File: src/rtl/morph_pkg.sv
// Shared definitions for the 3x3 binary morphology frame sequencer:
// kernel mode encodings, sequencer states and default frame geometry.
package morph_pkg;

    localparam logic [1:0] MODE_BYPASS = 2'b00;
    localparam logic [1:0] MODE_DILATE = 2'b01;
    localparam logic [1:0] MODE_ERODE  = 2'b10;

    localparam int DEF_IMG_W = 320;
    localparam int DEF_IMG_H = 240;

    typedef enum logic [2:0] {
        ST_IDLE,
        ST_PRIME,
        ST_RUN,
        ST_FLUSH,
        ST_DONE
    } state_t;

    // The unused encoding 11 falls back to bypass so the kernel never sees it.
    function automatic logic [1:0] kern_op_of(input logic [1:0] mode);
        case (mode)
            MODE_DILATE: return MODE_DILATE;
            MODE_ERODE:  return MODE_ERODE;
            default:     return MODE_BYPASS;
        endcase
    endfunction

endpackage

File: src/rtl/morph_pos_cnt.sv
// Raster-order x/y position counter: x wraps at IMG_W-1 and carries into y,
// y wraps at IMG_H-1. Clear has priority over enable.
module morph_pos_cnt #(
    parameter int IMG_W = 320,
    parameter int IMG_H = 240,
    parameter int XW    = 10,
    parameter int YW    = 9
) (
    input  logic          clk,
    input  logic          rst_n,
    input  logic          clr,
    input  logic          en,
    output logic [XW-1:0] x,
    output logic [YW-1:0] y
);

    localparam logic [XW-1:0] X_LAST = XW'(IMG_W - 1);
    localparam logic [YW-1:0] Y_LAST = YW'(IMG_H - 1);

    // Advance one raster position per enable, restarting at (0,0) on clear.
    always_ff @(posedge clk or negedge rst_n) begin
        if (!rst_n) begin
            x <= '0;
            y <= '0;
        end else if (clr) begin
            x <= '0;
            y <= '0;
        end else if (en) begin
            if (x == X_LAST) begin
                x <= '0;
                y <= (y == Y_LAST) ? '0 : y + 1'b1;
            end else begin
                x <= x + 1'b1;
            end
        end
    end

endmodule

File: src/rtl/morph_frame_seq.sv
// Frame sequencer for the 3x3 binary morphology stage. Primes the line
// buffer with IMG_W+1 pixels, then emits one window centre per accepted
// pixel, and finally flushes the window with zero-fed shifts so every input
// pixel yields exactly one centre per frame.
module morph_frame_seq
    import morph_pkg::*;
#(
    parameter int IMG_W = DEF_IMG_W,
    parameter int IMG_H = DEF_IMG_H,
    parameter int XW    = 10,
    parameter int YW    = 9,
    parameter int NW    = 17
) (
    input  logic          iclk,
    input  logic          irst_n,
    input  logic          iFVAL,
    input  logic          iDVAL,
    input  logic [1:0]    iMODE,
    output logic          oSHIFT_EN,
    output logic          oFEED_ZERO,
    output logic [1:0]    oKERN_OP,
    output logic          oCEN_VAL,
    output logic [XW-1:0] oX,
    output logic [YW-1:0] oY,
    output logic          oBORDER,
    output logic          oFRAME_DONE,
    output logic          oERR,
    output logic          oBUSY
);

    localparam int N  = IMG_W * IMG_H;
    localparam int P  = IMG_W + 1;
    // Tiny frames never leave PRIME, so the flush alone must produce all N centres.
    localparam int FL = (N < P) ? N : P;
    localparam int FW = XW + 1;

    localparam logic [NW-1:0] N_LAST  = NW'(N - 1);
    localparam logic [NW-1:0] P_LAST  = NW'(P - 1);
    localparam logic [FW-1:0] FL_LAST = FW'(FL - 1);
    localparam logic [XW-1:0] X_LAST  = XW'(IMG_W - 1);
    localparam logic [YW-1:0] Y_LAST  = YW'(IMG_H - 1);

    state_t        state;
    logic          fval_q;
    logic [NW-1:0] in_cnt;
    logic [FW-1:0] fl_cnt;

    logic          rise;
    logic          start;
    logic          accept;
    logic          complete;
    logic          border;
    logic [XW-1:0] pos_x;
    logic [YW-1:0] pos_y;

    // Pixel acceptance and window completion. The frame-start cycle accepts
    // its pixel too, so that pixel is shifted into the line buffer as pixel 0.
    always_comb begin
        rise     = iFVAL & ~fval_q;
        start    = (state == ST_IDLE) & rise;
        accept   = iFVAL & iDVAL &
                   ((state == ST_PRIME) | (state == ST_RUN) | start);
        complete = ((state == ST_RUN) & accept) | (state == ST_FLUSH);
        border   = (pos_x == '0) | (pos_x == X_LAST) |
                   (pos_y == '0) | (pos_y == Y_LAST);
    end

    assign oSHIFT_EN  = accept | (state == ST_FLUSH);
    assign oFEED_ZERO = (state == ST_FLUSH);
    assign oBUSY      = (state == ST_PRIME) | (state == ST_RUN) | (state == ST_FLUSH);

    morph_pos_cnt #(
        .IMG_W (IMG_W),
        .IMG_H (IMG_H),
        .XW    (XW),
        .YW    (YW)
    ) u_pos (
        .clk   (iclk),
        .rst_n (irst_n),
        .clr   (start),
        .en    (complete),
        .x     (pos_x),
        .y     (pos_y)
    );

    // Frame state machine with registered centre, border, done and error outputs.
    always_ff @(posedge iclk or negedge irst_n) begin
        if (!irst_n) begin
            state       <= ST_IDLE;
            fval_q      <= 1'b0;
            in_cnt      <= '0;
            fl_cnt      <= '0;
            oKERN_OP    <= MODE_BYPASS;
            oCEN_VAL    <= 1'b0;
            oX          <= '0;
            oY          <= '0;
            oBORDER     <= 1'b0;
            oFRAME_DONE <= 1'b0;
            oERR        <= 1'b0;
        end else begin
            fval_q      <= iFVAL;
            oCEN_VAL    <= complete;
            oBORDER     <= complete & border;
            // The final centre is presented during the first DONE cycle.
            oFRAME_DONE <= (state == ST_DONE) & oCEN_VAL;
            oERR        <= 1'b0;
            if (complete) begin
                oX <= pos_x;
                oY <= pos_y;
            end

            case (state)
                ST_IDLE: begin
                    if (rise) begin
                        oKERN_OP <= kern_op_of(iMODE);
                        in_cnt   <= {{(NW-1){1'b0}}, iDVAL};
                        fl_cnt   <= '0;
                        state    <= ST_PRIME;
                    end
                end
                ST_PRIME: begin
                    if (!iFVAL) begin
                        oERR  <= 1'b1;
                        state <= ST_IDLE;
                    end else if (accept) begin
                        in_cnt <= in_cnt + 1'b1;
                        if (in_cnt == N_LAST)
                            state <= ST_FLUSH;
                        else if (in_cnt == P_LAST)
                            state <= ST_RUN;
                    end
                end
                ST_RUN: begin
                    if (!iFVAL) begin
                        oERR  <= 1'b1;
                        state <= ST_IDLE;
                    end else if (accept) begin
                        in_cnt <= in_cnt + 1'b1;
                        if (in_cnt == N_LAST)
                            state <= ST_FLUSH;
                    end
                end
                ST_FLUSH: begin
                    // Stray pixels are dropped; the flush keeps its own pace.
                    if (iFVAL & iDVAL)
                        oERR <= 1'b1;
                    fl_cnt <= fl_cnt + 1'b1;
                    if (fl_cnt == FL_LAST)
                        state <= ST_DONE;
                end
                ST_DONE: begin
                    if (!iFVAL)
                        state <= ST_IDLE;
                    else if (iDVAL)
                        oERR <= 1'b1;
                end
                default: state <= ST_IDLE;
            endcase
        end
    end

endmodule

File: config.mk
export PLATFORM = sky130hd
export DESIGN_NAME = morph_frame_seq
export DESIGN_NICKNAME = d
export VERILOG_FILES = /design/src/rtl/morph_pkg.sv /design/src/rtl/morph_pos_cnt.sv /design/src/rtl/morph_frame_seq.sv
export SDC_FILE = /design/constraint.sdc
export NUM_CORES = 1
export LEC_CHECK = 0
export CAP_MARGIN = 10
export CORE_ASPECT_RATIO = 1.4
export CORE_MARGIN = 2
export CORE_UTILIZATION = 50
export DETAILED_ROUTE_END_ITERATION = 16
export GPL_TIMING_DRIVEN = 0
export PLACE_DENSITY = 0.76
export SYNTH_ARGS = -nofsm -noshare
export SYNTH_HDL_FRONTEND = slang
export SYNTH_SLANG_ARGS = --single-unit
export TNS_END_PERCENT = 100
File: constraint.sdc
create_clock -name iclk -period 1.82 [get_ports iclk]
set_clock_uncertainty 0.05 [all_clocks]
set_input_delay 0.182 -clock iclk [delete_from_list [all_inputs] [get_ports iclk]]
set_output_delay 0.182 -clock iclk [all_outputs]
set_load 0.1 [all_outputs]
==> summary.txt <==
Run status
  – Status: finished, violations left
  – Violated checks: negative setup slack

Finish
  – Finished layout cell area: 0.005629 sq mm
  – Area grow syn2layout: 42.92%
  – Antenna diodes: 0
  – Nets: 507
  – # fillers: 483
  – Final non-filler cell total: 598
  – Post-Route Utilization: 73.08%
  – Share of layout cells above drive strength 1: 38.15%

Timing
  – Total negative slack: -3515 ps
  – Post-layout min period: 2076 ps
  – Worst-margin pin slew: 963.9 ps
  – Final hold vios: 0
  – Slew margin rel.: 35.99%
  – Setup ws final: -256.3 ps
  – Max frequency: 481.6 MHz
  – Max Slew Vio Count: 0
  – Unrepaired setup endpoints after global routing: yes
  – Period utilisation layout: 114.1%
  – Finish-stage setup viols: 45

Die
  – Die height: 109.0 microns
  – Die width: 79.01 microns
  – Num ports: 34
  – Starting Density: 51.14%
  – CORE AREA: 0.007702 sq mm
  – Die area: 0.008613 sq mm
  – Core Rows: 38

Worst hold path
  – HP Class: primary input to asynchronous set/reset pin

Synth
  – Main combinational cell family by area after synthesis: simple AND/OR/NAND/NOR gates
  – Post-Synth XOR/XNOR Area: 4.003%
  – Avg Cell Area, Syn: 9.847 sq um
  – Post-synth ARST share: 100.0%
  – Yosys cell types: 56
  – Synth Area in Simple Gates: 23.57%
  – Number of flops mapped to enable cells by yosys: 0
  – Synthesized net count: 414
  – Synth warn: 0
  – Cell area after synthesis: 0.003939 sq mm
  – Compound-Gate Fraction of Synth Area: 11.44%
  – Post-Syn Instances: 400
  – Post-synthesis adder-cell area fraction: 2.541%
  – Ys flop type: dfrtp_1
  – Flops & latches, synth: 76
  – Sequential share of the synthesized area: 48.28%
  – Post-synthesis mux area share: 6.480%

Global routing
  – Grt ovf: 0
  – Total track usage: 24.57%
  – First-pass GRT wire length: 16530 microns
  – Vias in the first global route: 3492
  – Largest net degree at the start of global routing: 42
  – Initial antenna violation count: 0

Setup path
  – Slowest stage cell, crit path: or4b_4
  – CP bufs+invs: 1
  – WP data required: 2030 ps
  – Setup crit start kind: register
  – Cells along the critical path: inv_2, ha_1, or4b_4, o31ai_4, nand3_2, o21bai_1, a211o_1
  – Crit path capture type: register
  – Largest delay share family, worst path: compound AO/OA/AOI/OAI gates
  – CP arrival: 2280 ps
  – Crit-path max cell delay: 460 ps
  – Kind of critical path: register to register
  – Max FO, Critical Path: 2

Place
  – Post-Place Cells: 534
  – Place WS: -867.5 ps
  – Buffers on Ports: 33
  – GP Congestion: 0.9083
  – Area after DPL: 0.004459 sq mm
  – HPWL after detailed placement: 6212 microns

Drt
  – Antenna viol nets, final: 0
  – Via count: 3729
  – DR iter-0 viols: 299
  – Avg WL per Cell: 19.08 microns
  – # DRC: 0
  – First-pass DRT Iterations: 5
  – Final WL: 11410 microns
  – Vias per inst: 6.236

Clock tree
  – Clk buf depth: 2
  – Clock Pin Slew Worst Setup and Hold Paths: 80 ps
  – TritonCTS Buffers: 9
  – Worst skew pair latency: 370 ps
  – Root buffer cell: clkbuf_8
  – CTS Sinks: 76
  – CTS tree: yes
  – H-tree depth: 3

Pwr
  – Pleak: 0.002545 uW
  – Cell Pwr Density: 1512 mW/mm^2
  – Max VDD drop: 1719 uV

Flow run
  – Max-cap violations: 0
[cells by family after synthesis]
family                     Yosys count
and+or+nand+nor                    171
DFF                                 76
AOI/OAI and AO/OA                   71
buffers and inverters               33
muxes                               23
xor gates and xnor gates            18
adders and majority gates            8
[through the flow]
stage,hold WS [ps],power (uW)
3_5_place_dp,119.7,5461
2_1_floorplan,-163.6,4669
6_report,256.9,8512
3_3_place_gp,399.0,5367
5_1_grt,261.9,8806
4_1_cts,260.7,7704
[report_power, final]
group	switching (uW)	internal (uW)
sequential	272	1970
clock	656	1050
combinational	2860	1710
[layout make-up]
class | instances | area [sq um] | share of cell area [%]
clock inverters | 6 | 136.4 | 2.423
clock buffers | 10 | 127.6 | 2.267
well taps | 100 | 125.1 | 2.223
flip-flops and latches | 76 | 1909 | 33.92
inverters | 14 | 60.06 | 1.067
plain buffers | 16 | 162.7 | 2.890
repair buffers | 85 | 760.7 | 13.51
multi-input cells | 291 | 2347 | 41.70
[what timing repair did]
item | CTS | global route
setup buffers | 20 | 28
pin swaps | 14 | 23
setup endpoints to repair | 96 | 62
gates resized for setup | 129 | 99
hold buffers | 1 | 0
gates cloned | 1 | 2
hold endpoints to repair | 35 | 0
[flip-flops by register name, indices dropped and copies added (netlist names)]
name and count:
state 3, oY 9, in_cnt 17, oCEN_VAL 1, u_pos.y 9, oFRAME_DONE 1
fl_cnt 11, fval_q 1, u_pos.x 10, oX 10, oBORDER 1, oERR 1
oKERN_OP 2
[cell usage in the layout, fill, tap and decap left out, drive strengths merged, types with 2 or more instances in the layout]
cell type / synthesis / layout
a21o: 2 / 2
a21oi: 10 / 10
a22oi: 2 / 2
a31oi: 3 / 3
and2: 3 / 3
and3: 9 / 9
and4: 4 / 4
buf: 14 / 63
bufinv: 0 / 4
clkbuf: 5 / 24
clkdlybuf4s15: 0 / 14
clkdlybuf4s50: 0 / 4
dfrtp: 76 / 76
dlygate4sd2: 0 / 5
ha: 8 / 8
inv: 14 / 14
mux2: 20 / 20
mux2i: 3 / 3
nand2: 34 / 34
nand2b: 5 / 5
nand3: 24 / 24
nand3b: 2 / 2
nand4: 10 / 10
nand4b: 3 / 3
nor2: 34 / 34
nor2b: 2 / 2
nor3: 10 / 10
nor3b: 3 / 3
nor4: 7 / 7
nor4b: 5 / 5
o211ai: 3 / 3
o21ai: 30 / 30
o31ai: 12 / 12
or3: 4 / 4
or4: 5 / 5
or4b: 2 / 2
xnor2: 8 / 8
xor2: 10 / 10
[metal layers]
metal | vias to the layer above | global-route usage, % | wire [microns]
li1 | 1641 | - | -
met1 | 1892 | 29.25 | 4252
met2 | 156 | 43.10 | 6190
met3 | 40 | 3.974 | 531
met4 | 0 | 11.82 | 433
met5 | - | 0 | 0
[path summary, 6_finish.rpt]
check,cells after the start,start,end,slack (ps)
worst max-delay path,7,fl_cnt[1],state[0],-260
worst min-delay path,2,irst_n,oY[5],260
worst max register to register,7,fl_cnt[1],state[0],-260
worst min register to register,2,oKERN_OP[1],oKERN_OP[1],420
max in group asynchronous,3,irst_n,u_pos.x[3],860
min in group iclk,1,iFVAL,fval_q,270
[Yosys cell counts (all sizes together) (7+ instances only)]
cell   instances  share of area, %
nor4           7               1.1
a21oi         10               1.3
mux2          20               5.7
xor2          10               2.2
nand3         24               3.0
o21ai         30               3.8
xnor2          8               1.8
o31ai         12               2.4
nand4         10               1.6
dfrtp         76                48
inv           14               1.3
buf           14               1.8
nor2          34               3.2
nor3          10               1.4
nand2         34               3.3
and3           9               1.4
ha             8               2.5
No activity file was read; power rests on OpenSTA's default activity.
